===== src/rtl/acc_frame_summer.sv =====
// acc_frame_summer: sums COUNT 3-bit adder results into one 8-bit frame total.
// Valid/ready on both sides; the frame total is offered in EMIT until taken.
// Optional build macro: ACC_SATURATE_EN (clamp the total at 255 instead of wrapping).
module acc_frame_summer #(
  parameter int COUNT = 4
) (
  input  logic       clock,
  input  logic       reset,
  input  logic       in_valid,
  output logic       in_ready,
  input  logic [2:0] in_data,
  output logic       out_valid,
  input  logic       out_ready,
  output logic [7:0] out_data,
  output logic       out_overflow
);

  typedef enum logic [1:0] {
    IDLE  = 2'd0,
    ACCUM = 2'd1,
    EMIT  = 2'd2
  } state_t;

  localparam logic [7:0] COUNT_W = 8'(COUNT);

  state_t     state_q, state_d;
  logic [7:0] acc_q, acc_d;
  logic [7:0] cnt_q, cnt_d;
  logic       ovf_q, ovf_d;

  logic [8:0] sum;
  logic [7:0] acc_add;
  logic [7:0] cnt_inc;
  logic       in_xfer;
  logic       out_xfer;

  // Handshake qualifiers; ready/valid come straight from the state register.
  always_comb begin
    in_ready  = (state_q != EMIT);
    out_valid = (state_q == EMIT);
    in_xfer   = in_valid & in_ready;
    out_xfer  = out_valid & out_ready;
  end

  // 9-bit sum exposes the carry out of bit 7 used for overflow and clamping.
  always_comb begin
    sum     = {1'b0, acc_q} + {6'b0, in_data};
    cnt_inc = cnt_q + 8'd1;
`ifdef ACC_SATURATE_EN
    acc_add = sum[8] ? 8'hFF : sum[7:0];
`else
    acc_add = sum[7:0];
`endif
  end

  // Next-state and datapath updates; everything holds unless a transfer happens.
  always_comb begin
    state_d = state_q;
    acc_d   = acc_q;
    cnt_d   = cnt_q;
    ovf_d   = ovf_q;
    case (state_q)
      IDLE: begin
        if (in_xfer) begin
          acc_d   = {5'b0, in_data};
          cnt_d   = 8'd1;
          ovf_d   = 1'b0;
          state_d = (COUNT_W == 8'd1) ? EMIT : ACCUM;
        end
      end
      ACCUM: begin
        if (in_xfer) begin
          acc_d = acc_add;
          cnt_d = cnt_inc;
          ovf_d = ovf_q | sum[8];
          if (cnt_inc == COUNT_W) state_d = EMIT;
        end
      end
      EMIT: begin
        if (out_xfer) begin
          acc_d   = 8'd0;
          cnt_d   = 8'd0;
          ovf_d   = 1'b0;
          state_d = IDLE;
        end
      end
      default: begin
        acc_d   = 8'd0;
        cnt_d   = 8'd0;
        ovf_d   = 1'b0;
        state_d = IDLE;
      end
    endcase
  end

  // State and datapath registers; reset discards any partial or pending frame.
  always_ff @(posedge clock or posedge reset) begin
    if (reset) begin
      state_q <= IDLE;
      acc_q   <= 8'd0;
      cnt_q   <= 8'd0;
      ovf_q   <= 1'b0;
    end else begin
      state_q <= state_d;
      acc_q   <= acc_d;
      cnt_q   <= cnt_d;
      ovf_q   <= ovf_d;
    end
  end

  // Total and flag are only visible while the frame is being offered.
  always_comb begin
    out_data     = (state_q == EMIT) ? acc_q : 8'd0;
    out_overflow = (state_q == EMIT) ? ovf_q : 1'b0;
  end

endmodule


===== config.mk =====
export PLATFORM = sky130hd
export DESIGN_NAME = acc_frame_summer
export DESIGN_NICKNAME = d
export VERILOG_FILES = /design/src/rtl/acc_frame_summer.sv
export SDC_FILE = /design/constraint.sdc
export NUM_CORES = 1
export LEC_CHECK = 0
export BUFFER_PORTS_ARGS = -buffer_cell sky130_fd_sc_hd__buf_2
export CAP_MARGIN = 10
export CORE_ASPECT_RATIO = 0.6
export CORE_MARGIN = 10
export CORE_UTILIZATION = 50
export CTS_CLUSTER_DIAMETER = 60
export DETAILED_ROUTE_END_ITERATION = 6
export GPL_TIMING_DRIVEN = 0
export PLACE_DENSITY_LB_ADDON = 0.08
export RECOVER_POWER = 50
export SKIP_LAST_GASP = 1
export SLEW_MARGIN = 10
export SYNTH_ARGS = -nofsm -noshare
export SYNTH_HDL_FRONTEND = slang
export SYNTH_SLANG_ARGS = --single-unit

===== constraint.sdc =====
create_clock -name clock -period 1.85 [get_ports clock]
set_input_delay 0.2775 -clock clock [delete_from_list [all_inputs] [get_ports clock]]
set_output_delay 0.2775 -clock clock [all_outputs]
set_load 0.05 [all_outputs]

Yosys cells after proc, flatten, opt, wreduce, memory -nomap -nowiden
Cells that the tools add are included.
{"block": "totals", "regBits": 19, "latchBits": 0, "mem_bits_rw": 0, "romBits": 0, "in_bits": 7, "out_inout_bits": 11, "n_memories": 0}
{"block": "classes", "n_addsub": 2, "multipliers": 0, "n_div": 0, "order_cmp": 0, "eq_ne": 8, "shift": 0, "muxes": 18, "bitwise": 3, "n_reduce_logical": 3}
{"cell": "two-way mux 8 bit", "n": 6}
{"cell": "case mux 8 bit (3 select lines)", "n": 2}
{"cell": "adder 8 x 3 -> 9 bit", "n": 1}
{"cell": "adder 8 x 1 -> 8 bit (second input constant)", "n": 1}
{"cell": "== test 8 x 3 -> 1 bit (second input constant)", "n": 1}
{"cell": "two-way mux 2 bit", "n": 4}
{"cell": "!= test 2 bit (second input constant)", "n": 4}
{"cell": "case mux 2 bit (3 select lines)", "n": 1}
{"cell": "two-way mux 1 bit", "n": 4}
{"cell": "AND reduction 4 bit", "n": 1}
{"cell": "case mux 1 bit (3 select lines)", "n": 1}
{"cell": "AND reduction 3 bit", "n": 1}
{"cell": "AND 1 bit", "n": 2}
{"cell": "== test 2 x 1 -> 1 bit (second input constant)", "n": 1}
{"cell": "== test 2 bit (second input constant)", "n": 1}
{"cell": "logical NOT 2 bit", "n": 1}
{"cell": "!= test 2 x 1 -> 1 bit (second input constant)", "n": 1}
{"cell": "OR 1 bit", "n": 1}

Depth between registers and ports, before layout
Gate-level depths: netlist of run 1.
{"block": "depth", "depth_word": 5, "mapped_depth": 6, "depth_no_buf": 6}

Worst setup path after synthesis of run 1
Ideal clock, no wire load.
{"block": "synth_timing", "kind": "reg2out", "start": "register state_q[0]", "end": "output port out_data[4]", "arrival_time_ns": 2.427, "required_time_ns": 1.572, "setup_slack_ns": -0.854, "path_stages_with_launch": 6, "n_path_buf": 2, "path_cell_list": "dfrtp_1 buf_2 nor2b_1 clkbuf_1 inv_1 nor2_1"}
{"block": "synth_between", "elab_chain_len": 2}
{"item": "from (decl)", "line": "26", "text": "state_t state_q, state_d;"}
{"item": "from (signal assigned)", "line": "104", "text": "state_q <= state_d;"}
{"item": "== test 2 bit"}
{"item": "named net out_valid", "line": "12", "text": "output logic out_valid,"}
{"item": "two-way mux 8 bit", "line": "113", "text": "out_data = (state_q == EMIT) ? acc_q : 8'd0;"}
{"item": "to (decl)", "line": "14", "text": "output logic [7:0] out_data,"}
The timed path passes the listed nets, and every way through them passes these cells.

Worst setup path after layout of run 1
{"block": "layout_timing", "start": "register state_q[0]", "end": "output port out_data[4]"}
{"block": "layout_between", "elab_chain_len": 2}
{"item": "== test 2 bit", "line": "113"}
{"item": "two-way mux 8 bit", "line": "113"}
Every way passes these cells.

==> summary.txt, run 1 <==
STA
  – Post-Route Skew: 3.108 ps
  – # setup viols final: 0
  – Actual slew at the worst max-slew pin: 713.9 ps
  – Fin. max-slew vios: 0
  – Fin. Hold Viols: 0
  – RSZ-0062 raised after global routing: yes
  – Final Cycle Share: between 90% and 100%
  – Fin crit period: 1796 ps
  – Worst relative slew slack: around 52%
  – FMAX: 556.8 MHz

Global route
  – GR Util All Layers: 11.62%
  – First-pass GRT wire length: roughly 4300 um
  – Initial antenna violation count: 0
  – Vias in the first global route: 914
  – Largest net degree at the start of global routing: 20
  – Total gr overflow: 0

Pwr
  – Total power: 1588 uW
  – IR drop worst, VDD: 0.6087 mV
  – P_leak: 0.0006210 uW
  – Pwr Density: around 1200 nW/um2

Die
  – Full die area: approximately 4700 um2
  – Die Wd: about 82 um
  – Initial Utilization: a little over half
  – Die H: 57.03 um
  – IO Count: 18
  – Standard-cell rows: 13
  – Core Box Area: 2163 um2

Setup path
  – Crit path max-delay family: buffers and inverters
  – Max incr delay on CP: 400 ps
  – CP Capture Type: primary output
  – Crit start category: flip-flop
  – Critical Path Fanout Max: 10
  – Reg-to-reg slack, setup: 140 ps
  – Critical path's slowest cell: dfrtp_1
  – Crit Path Category: flip-flop to primary output
  – Critical path buffer and inverter count: 4
  – Worst EP arrival: 1520 ps
  – Sequence of cells on the critical path: buf_4, nor2b_1, clkbuf_8, clkinvlp_4, nor2_4, buf_6
  – Worst path required time: 1570 ps

Synth
  – Largest cells by area after synthesis: dfrtp_1 42%, and2_1 4.9%, o31ai_1 4.6%
  – Most numerous cell in the Yosys netlist: dfrtp_1
  – Async SR Flop Fraction: 100.0%
  – Mapped Area: 1142 um2
  – Post-synthesis sequential area ratio: 41.62%
  – Area leader, netlist: dfrtp_1
  – Share of the synthesized area in the top cell type: 41.62%
  – Post-synth EDFFs: 0
  – Top FF cell, synth: dfrtp_1
  – Cells after Synth: 124
  – Seq cells post-synth: 19
  – Yosys warns: 0
  – Syn Nets: 136
  – Yosys cell types: 34
  – Post-Syn Area per Cell: 9.212 um2
  – Most frequent cells after synthesis: 19 x dfrtp_1, 13 x nand2_1, 9 x and2_1, 9 x nor2_1, 9 x o21ai_0

CTS
  – Clk slew on worst S/H paths: 70 ps
  – Max H-tree Level: 1
  – CTS Sinks: 19
  – Num CTS Buffers: 3
  – Clock Latency Late Sink: 260 ps
  – Post-CTS setup repair buffer count: 0
  – Max Root-Sink Buffers: 2
  – CTS root buf: clkbuf_8
  – CTS tree: built

Worst hold path
  – Worst Hold Class: input pin to asynchronous set/reset pin

Route
  – Total Wirelength: 2603 um
  – Residual DRC count: 0
  – Initial DRC count: 84
  – Final antenna-violating net count: 0
  – Routed wire length per instance: about 15 um
  – Detailed Routing Iterations Pass 1: 4
  – DR vias/cell: 5.514
  – Vias: 965

Flow run
  – Maximum capacitance violations: 0

Placed design
  – Port bufs: 17
  – Post-DP HPWL: just under 2000 um
  – GPL Wtd Cong: 0.8027

Finish
  – Layout area overhead: 19.61%
  – Nets: 158
  – Layout Utilization: 63.16%
  – Filler instances: 195
  – N_diodes: 0
  – Layout cells sized above 1: 22.07%

Run status
  – Status: completed
==> routing by layer <==
layer	share of wire [%]	wire (um)	track usage (%)
met5	0	0	0
met4	1.0	26	2.899
met2	45	1167	18.18
met1	48	1243	14.75
met3	6.3	165	4.375
==> timing repair <==
item | CTS | global route
cloned | 0 | 0
setup endpoints to repair | 1 | 11
pin swaps | 0 | 0
resized for setup | 1 | 15
hold buffers | 0 | 0
==> worst register-to-register path, stage by stage, from the launching register on <==
cell and delay (ps):
dfrtp_1 400, ha_1 230, fa_1 430, a21oi_2 190, nor3_1 90, xnor2_1 180
nor2_1 60
==> cells by family (layout without fill, tap and decap cells) <==
group / count (synthesis) / count (layout) / synth area share, %
adder cells (fa/ha/maj): 5 / 5 / 6.134
AO/OA/AOI/OAI: 28 / 28 / 15.01
XOR/XNOR: 7 / 7 / 5.367
buffers and inverters: 9 / 30 / 3.285
AND/OR/NAND/NOR: 53 / 53 / 25.85
flip-flops: 19 / 19 / 41.62
multiplexers: 3 / 3 / 2.738
==> registers in the layout, indices dropped and copies added, names as in the netlist <==
name,flops
acc_q,8
cnt_q,8
state_q,2
ovf_q,1
==> final timing paths <==
| path | from | endpoint | depth (start not counted) |
|---|---|---|---|
| worst min register to register | ovf_q$_DFFE_PP0P_ | ovf_q$_DFFE_PP0P_ | 2 |
| min in group clock | in_valid | state_q[0]$_DFFE_PP0P_ | 3 |
| worst min-delay path | reset | ovf_q$_DFFE_PP0P_ | 2 |
| max in group asynchronous | reset | cnt_q[4]$_DFFE_PP0P_ | 2 |
| worst max register to register | acc_q[0]$_DFFE_PP0P_ | acc_q[4]$_DFFE_PP0P_ | 6 |
| worst max-delay path | state_q[0]$_DFFE_PP0P_ | out_data[4] | 6 |
==> final cells by class <==
type                    count  area, um2  area share [%]
clock buffers               4      45.04           3.297
inverters                   4      18.77           1.374
repair buffers             17      111.4           8.150
plain buffers               5      37.54           2.747
well taps                  30      37.54           2.747
multi-input cells          96      640.6           46.89
flip-flops and latches     19      475.5           34.80
==> power breakdown <==
part	internal (uW)	switching [uW]	leakage, uW
Combinational	276	366	0.000350
Clock	153	137	0.0000228
Sequential	531	125	0.000248
==> cells in the final DEF (no fill, tap or decap), drive strengths merged, types with 2 or more instances in the layout <==
master and instances:
a21oi 7, and3 3, clkbuf 13, nand2 13, mux2i 2, dfrtp 19
or4 3, o31ai 7, nor2b 2, xnor2 5, buf 13, a21o 2
nor2 9, and2 9, xor2 2, nand3 5, inv 3, ha 4
o21ai 9
==> through the flow <==
stage	TNS, ps	cell area, um2	hold slack (ps)	setup WS [ps]	cells
3_5_place_dp	0	1286	429.4	100.1	171
4_1_cts	0	1334	152.9	0.9359	175
3_3_place_gp	0	1286	429.1	141.0	171
6_report	0	1366	129.3	53.92	175
5_1_grt	-25.34	1366	196.2	-25.34	175
2_1_floorplan	0	1164	228.6	31.03	124
No activity file was read; power rests on OpenSTA's default activity.
==> run 2, diff against run 1 <==
--- a/config.mk
+++ b/config.mk
@@ -9,14 +9,14 @@
 export CAP_MARGIN = 10
 export CORE_ASPECT_RATIO = 0.6
 export CORE_MARGIN = 10
-export CORE_UTILIZATION = 50
+export CORE_UTILIZATION = 49
 export CTS_CLUSTER_DIAMETER = 60
 export DETAILED_ROUTE_END_ITERATION = 6
 export GPL_TIMING_DRIVEN = 0
 export PLACE_DENSITY_LB_ADDON = 0.08
 export RECOVER_POWER = 50
 export SKIP_LAST_GASP = 1
-export SLEW_MARGIN = 10
+export SLEW_MARGIN = 20
 export SYNTH_ARGS = -nofsm -noshare
 export SYNTH_HDL_FRONTEND = slang
 export SYNTH_SLANG_ARGS = --single-unit
==> constraint.sdc (replaced) <==
create_clock -name clock -period 1.54 [get_ports clock]
set_input_delay 0.231 -clock clock [delete_from_list [all_inputs] [get_ports clock]]
set_output_delay 0.231 -clock clock [all_outputs]
set_load 0.05 [all_outputs]
==> run 2 against run 1 <==
  * The flow now finishes with violations (negative setup slack)
  * Register-to-register slack lost 240 ps
  * First-iteration DRC count grew 29%
  * Final area grew 21%
  * Critical path type is now flip-flop to flip-flop
  * Largest cell class unchanged
  * Largest power group is now combinational logic
==> summary.txt, run 2 (same netlist as run 1, synthesis figures left out) <==
Run status
  – Status: finished, violations left
  – Failing checks: negative setup slack

Route
  – DR vias/cell: 5.555 (+0.74%)
  – Final antenna-violating net count: 0 (unchanged)
  – Routed wire length per instance: 16.27 um (+9.4%)
  – Residual DRC count: 0 (unchanged)
  – Initial DRC count: 108 (+29%)
  – Total Wirelength: 3107 um (+19%)
  – Detailed Routing Iterations Pass 1: 4 (unchanged)
  – Vias: 1,061 (+9.9%)

Global route
  – Largest net degree at the start of global routing: 20 (unchanged)
  – Total gr overflow: 0 (unchanged)
  – GR Util All Layers: 12.72% (+1.1 points)
  – Vias in the first global route: 956 (+4.6%)
  – Initial antenna violation count: 0 (unchanged)
  – First-pass GRT wire length: 4747 um (+9.9%)

Pwr
  – Internal Dissipation: 1399 uW (+46%)
  – Pwr Density: 1382 nW/um2 (+19%)
  – Clock power share: 15.2% (-3.1 points)
  – Switching share of total power: 38.93% (-0.61 points)
  – Total power: 2290 uW (+44%)
  – Sequential share of power: 33.9% (-7.4 points)
  – IR drop worst, VDD: 0.8437 mV (+39%)
  – NetSw: 891.6 uW (+42%)
  – P_leak: 0.0007400 uW (+19%)
  – Logic gate share of total power: 51.0% (+11 points)

Die
  – Full die area: 4726 um2 (+1.4%)
  – Standard-cell rows: 13 (unchanged)
  – Die H: 57.40 um (+0.66%)
  – IO Count: 18 (unchanged)
  – Die Wd: 82.34 um (+0.77%)
  – Core Box Area: 2196 um2 (+1.5%)
  – Initial Utilization: 52.02% (-0.78 points)

CTS
  – Max Root-Sink Buffers: 2 (unchanged)
  – CTS tree: built
  – Clk slew on worst S/H paths: 70 ps (about the same)
  – Clock Latency Late Sink: 260 ps (about the same)
  – CTS Sinks: 19 (unchanged)
  – Max H-tree Level: 1 (unchanged)
  – CTS root buf: clkbuf_8
  – Num CTS Buffers: 3 (unchanged)
  – CTS Hold Bufs: 0 (unchanged)

STA
  – Final Cycle Share: 106.2%
  – Post-Route Skew: 6.859 ps (+3.751 ps)
  – Fin crit period: approximately 1600 ps
  – Final WS setup: -95.67 ps (-149.6 ps)
  – Fin. max-slew vios: 0 (unchanged)
  – Actual slew at the worst max-slew pin: 749.0 ps (+35.10 ps)
  – Worst relative slew slack: 50.01% (-2.3 points)
  – FMAX: 611.4 MHz
  – RSZ-0062 raised after global routing: yes
  – # setup viols final: 15 (+15)
  – Hold WS: 92.05 ps (-37.25 ps)
  – Fin. Hold Viols: 0 (unchanged)

Setup path
  – Worst EP arrival: 1810 ps (+290 ps)
  – Worst path required time: 1720 ps (+150 ps)
  – Crit Reg-Reg Startpoint: state_q[1]$_DFFE_PP0P_
  – Critical Path Fanout Max: 5 (-5)
  – CP Capture Type: flip-flop
  – Path depth of the worst reg2reg path: 5 (-1)
  – Reg-to-reg slack, setup: -100 ps (-240 ps)
  – RR Endpoint: acc_q[5]$_DFFE_PP0P_
  – Critical Path Source: state_q[1]$_DFFE_PP0P_
  – Crit start category: flip-flop
  – Crit path to: acc_q[5]$_DFFE_PP0P_
  – Crit Path Category: flip-flop to flip-flop

Finish
  – Nets: 174 (+10%)
  – Layout cells sized above 1: 38.51% (+16 points)
  – Commonest non-fill, non-tap cell in the layout: dfrtp_1
  – Layout Utilization: 75.50% (+12 points)
  – Finished Cell Area: 1658 um2 (+21%)
  – N_diodes: 0 (unchanged)
  – Layout area overhead: 45.13%
  – Biggest regs: acc_q: 8 flops, cnt_q: 8 flops, state_q: 2 flops
  – Most frequent cells in the layout: 19 x dfrtp_1, 17 x buf_4, 13 x buf_6
  – Filler instances: 150 (-23%)

Flow run
  – Maximum capacitance violations: 0 (unchanged)

Placed design
  – Port bufs: 17 (unchanged)
  – Post-DP HPWL: 1914 um (-3.5%)
  – DP Area: 1299 um2 (+0.97%)
  – GPL Wtd Cong: 0.7963 (-0.80%)

Worst hold path
  – Worst Hold Class: input pin to asynchronous set/reset pin
-- run 2: cell types whose count changed in the layout (fill, tap and decap cells not counted), moves of 2 or more --
cell / before / now
clkbuf_4: 7 / 0
ha_1: 4 / 2
buf_2: 9 / 6
buf_4: 3 / 17
o21ai_0: 9 / 7
buf_6: 1 / 13
buf_8: 0 / 2
a21oi_4: 0 / 2
a21oi_1: 6 / 4
o21ai_1: 0 / 2
-- run 2: power groups by stage --
stage               Combinational (uW)  Sequential, uW  Clock, uW
finish                            1170             776        347
floorplan                          620             755          0
detailed placement                 762             791          0
global route                      1270             800        390
global placement                   742             782          0
CTS                                957             764        362
-- run 2: final cells by class --
cell class                      count  area (um2)  share of cell area, %
Tap cell                           30       37.54                  2.264
Inverter                            4       18.77                  1.132
Timing Repair Buffer               34       285.3                  17.21
Sequential cell                    19       475.5                  28.68
Buffer                              4       48.80                  2.943
Clock buffer                        4       45.04                  2.717
Multi-Input combinational cell     96       747.0                  45.06
-- run 2: timing repair --
action                                  4_1_cts  5_1_grt
buffers inserted                              9        7
pin swaps                                     9        8
endpoints found under the setup margin       19       29
cloned                                        1        0
gates resized for setup                      32       20
-- run 2: metrics by stage --
| step | setup TNS, ps | setup WS (ps) | cells |
|---|---|---|---|
| 2_1_floorplan | -204.9 | -204.9 | 124 |
| 3_3_place_gp | -185.2 | -43.26 | 171 |
| 3_5_place_dp | -490.7 | -80.07 | 171 |
| 4_1_cts | -827.3 | -83.54 | 184 |
| 5_1_grt | -1616 | -130.5 | 191 |
| 6_report | -810.5 | -95.67 | 191 |
-- run 2: how the worst min path moves through the flow --
stage / startpoint / to / slack, ps / cells past startpoint
after floorplan: reset / acc_q[0]$_DFFE_PP0P_ / 180 / 1
after global placement: reset / cnt_q[7]$_DFFE_PP0P_ / 390 / 2
after detailed placement: reset / state_q[0]$_DFFE_PP0P_ / 380 / 2
after CTS: reset / acc_q[0]$_DFFE_PP0P_ / 100 / 2
after global routing: reset / acc_q[0]$_DFFE_PP0P_ / 160 / 2
final: reset / state_q[0]$_DFFE_PP0P_ / 90 / 2
-- run 2: routing by layer --
metal | vias up | global-route usage, % | routed length, um
met5 | - | 0 | 0
met4 | 0 | 2.899 | 0
met3 | 0 | 4.531 | 221
met2 | 33 | 19.89 | 1498
met1 | 516 | 16.28 | 1387
li1 | 512 | - | -
-- run 2: worst max-delay path, cell delays in order, from the launching register on --
cell and delay, ps:
dfrtp_1 400, buf_4 140, or3b_4 290, nand3_4 100, or4_1 480, a21oi_1 140
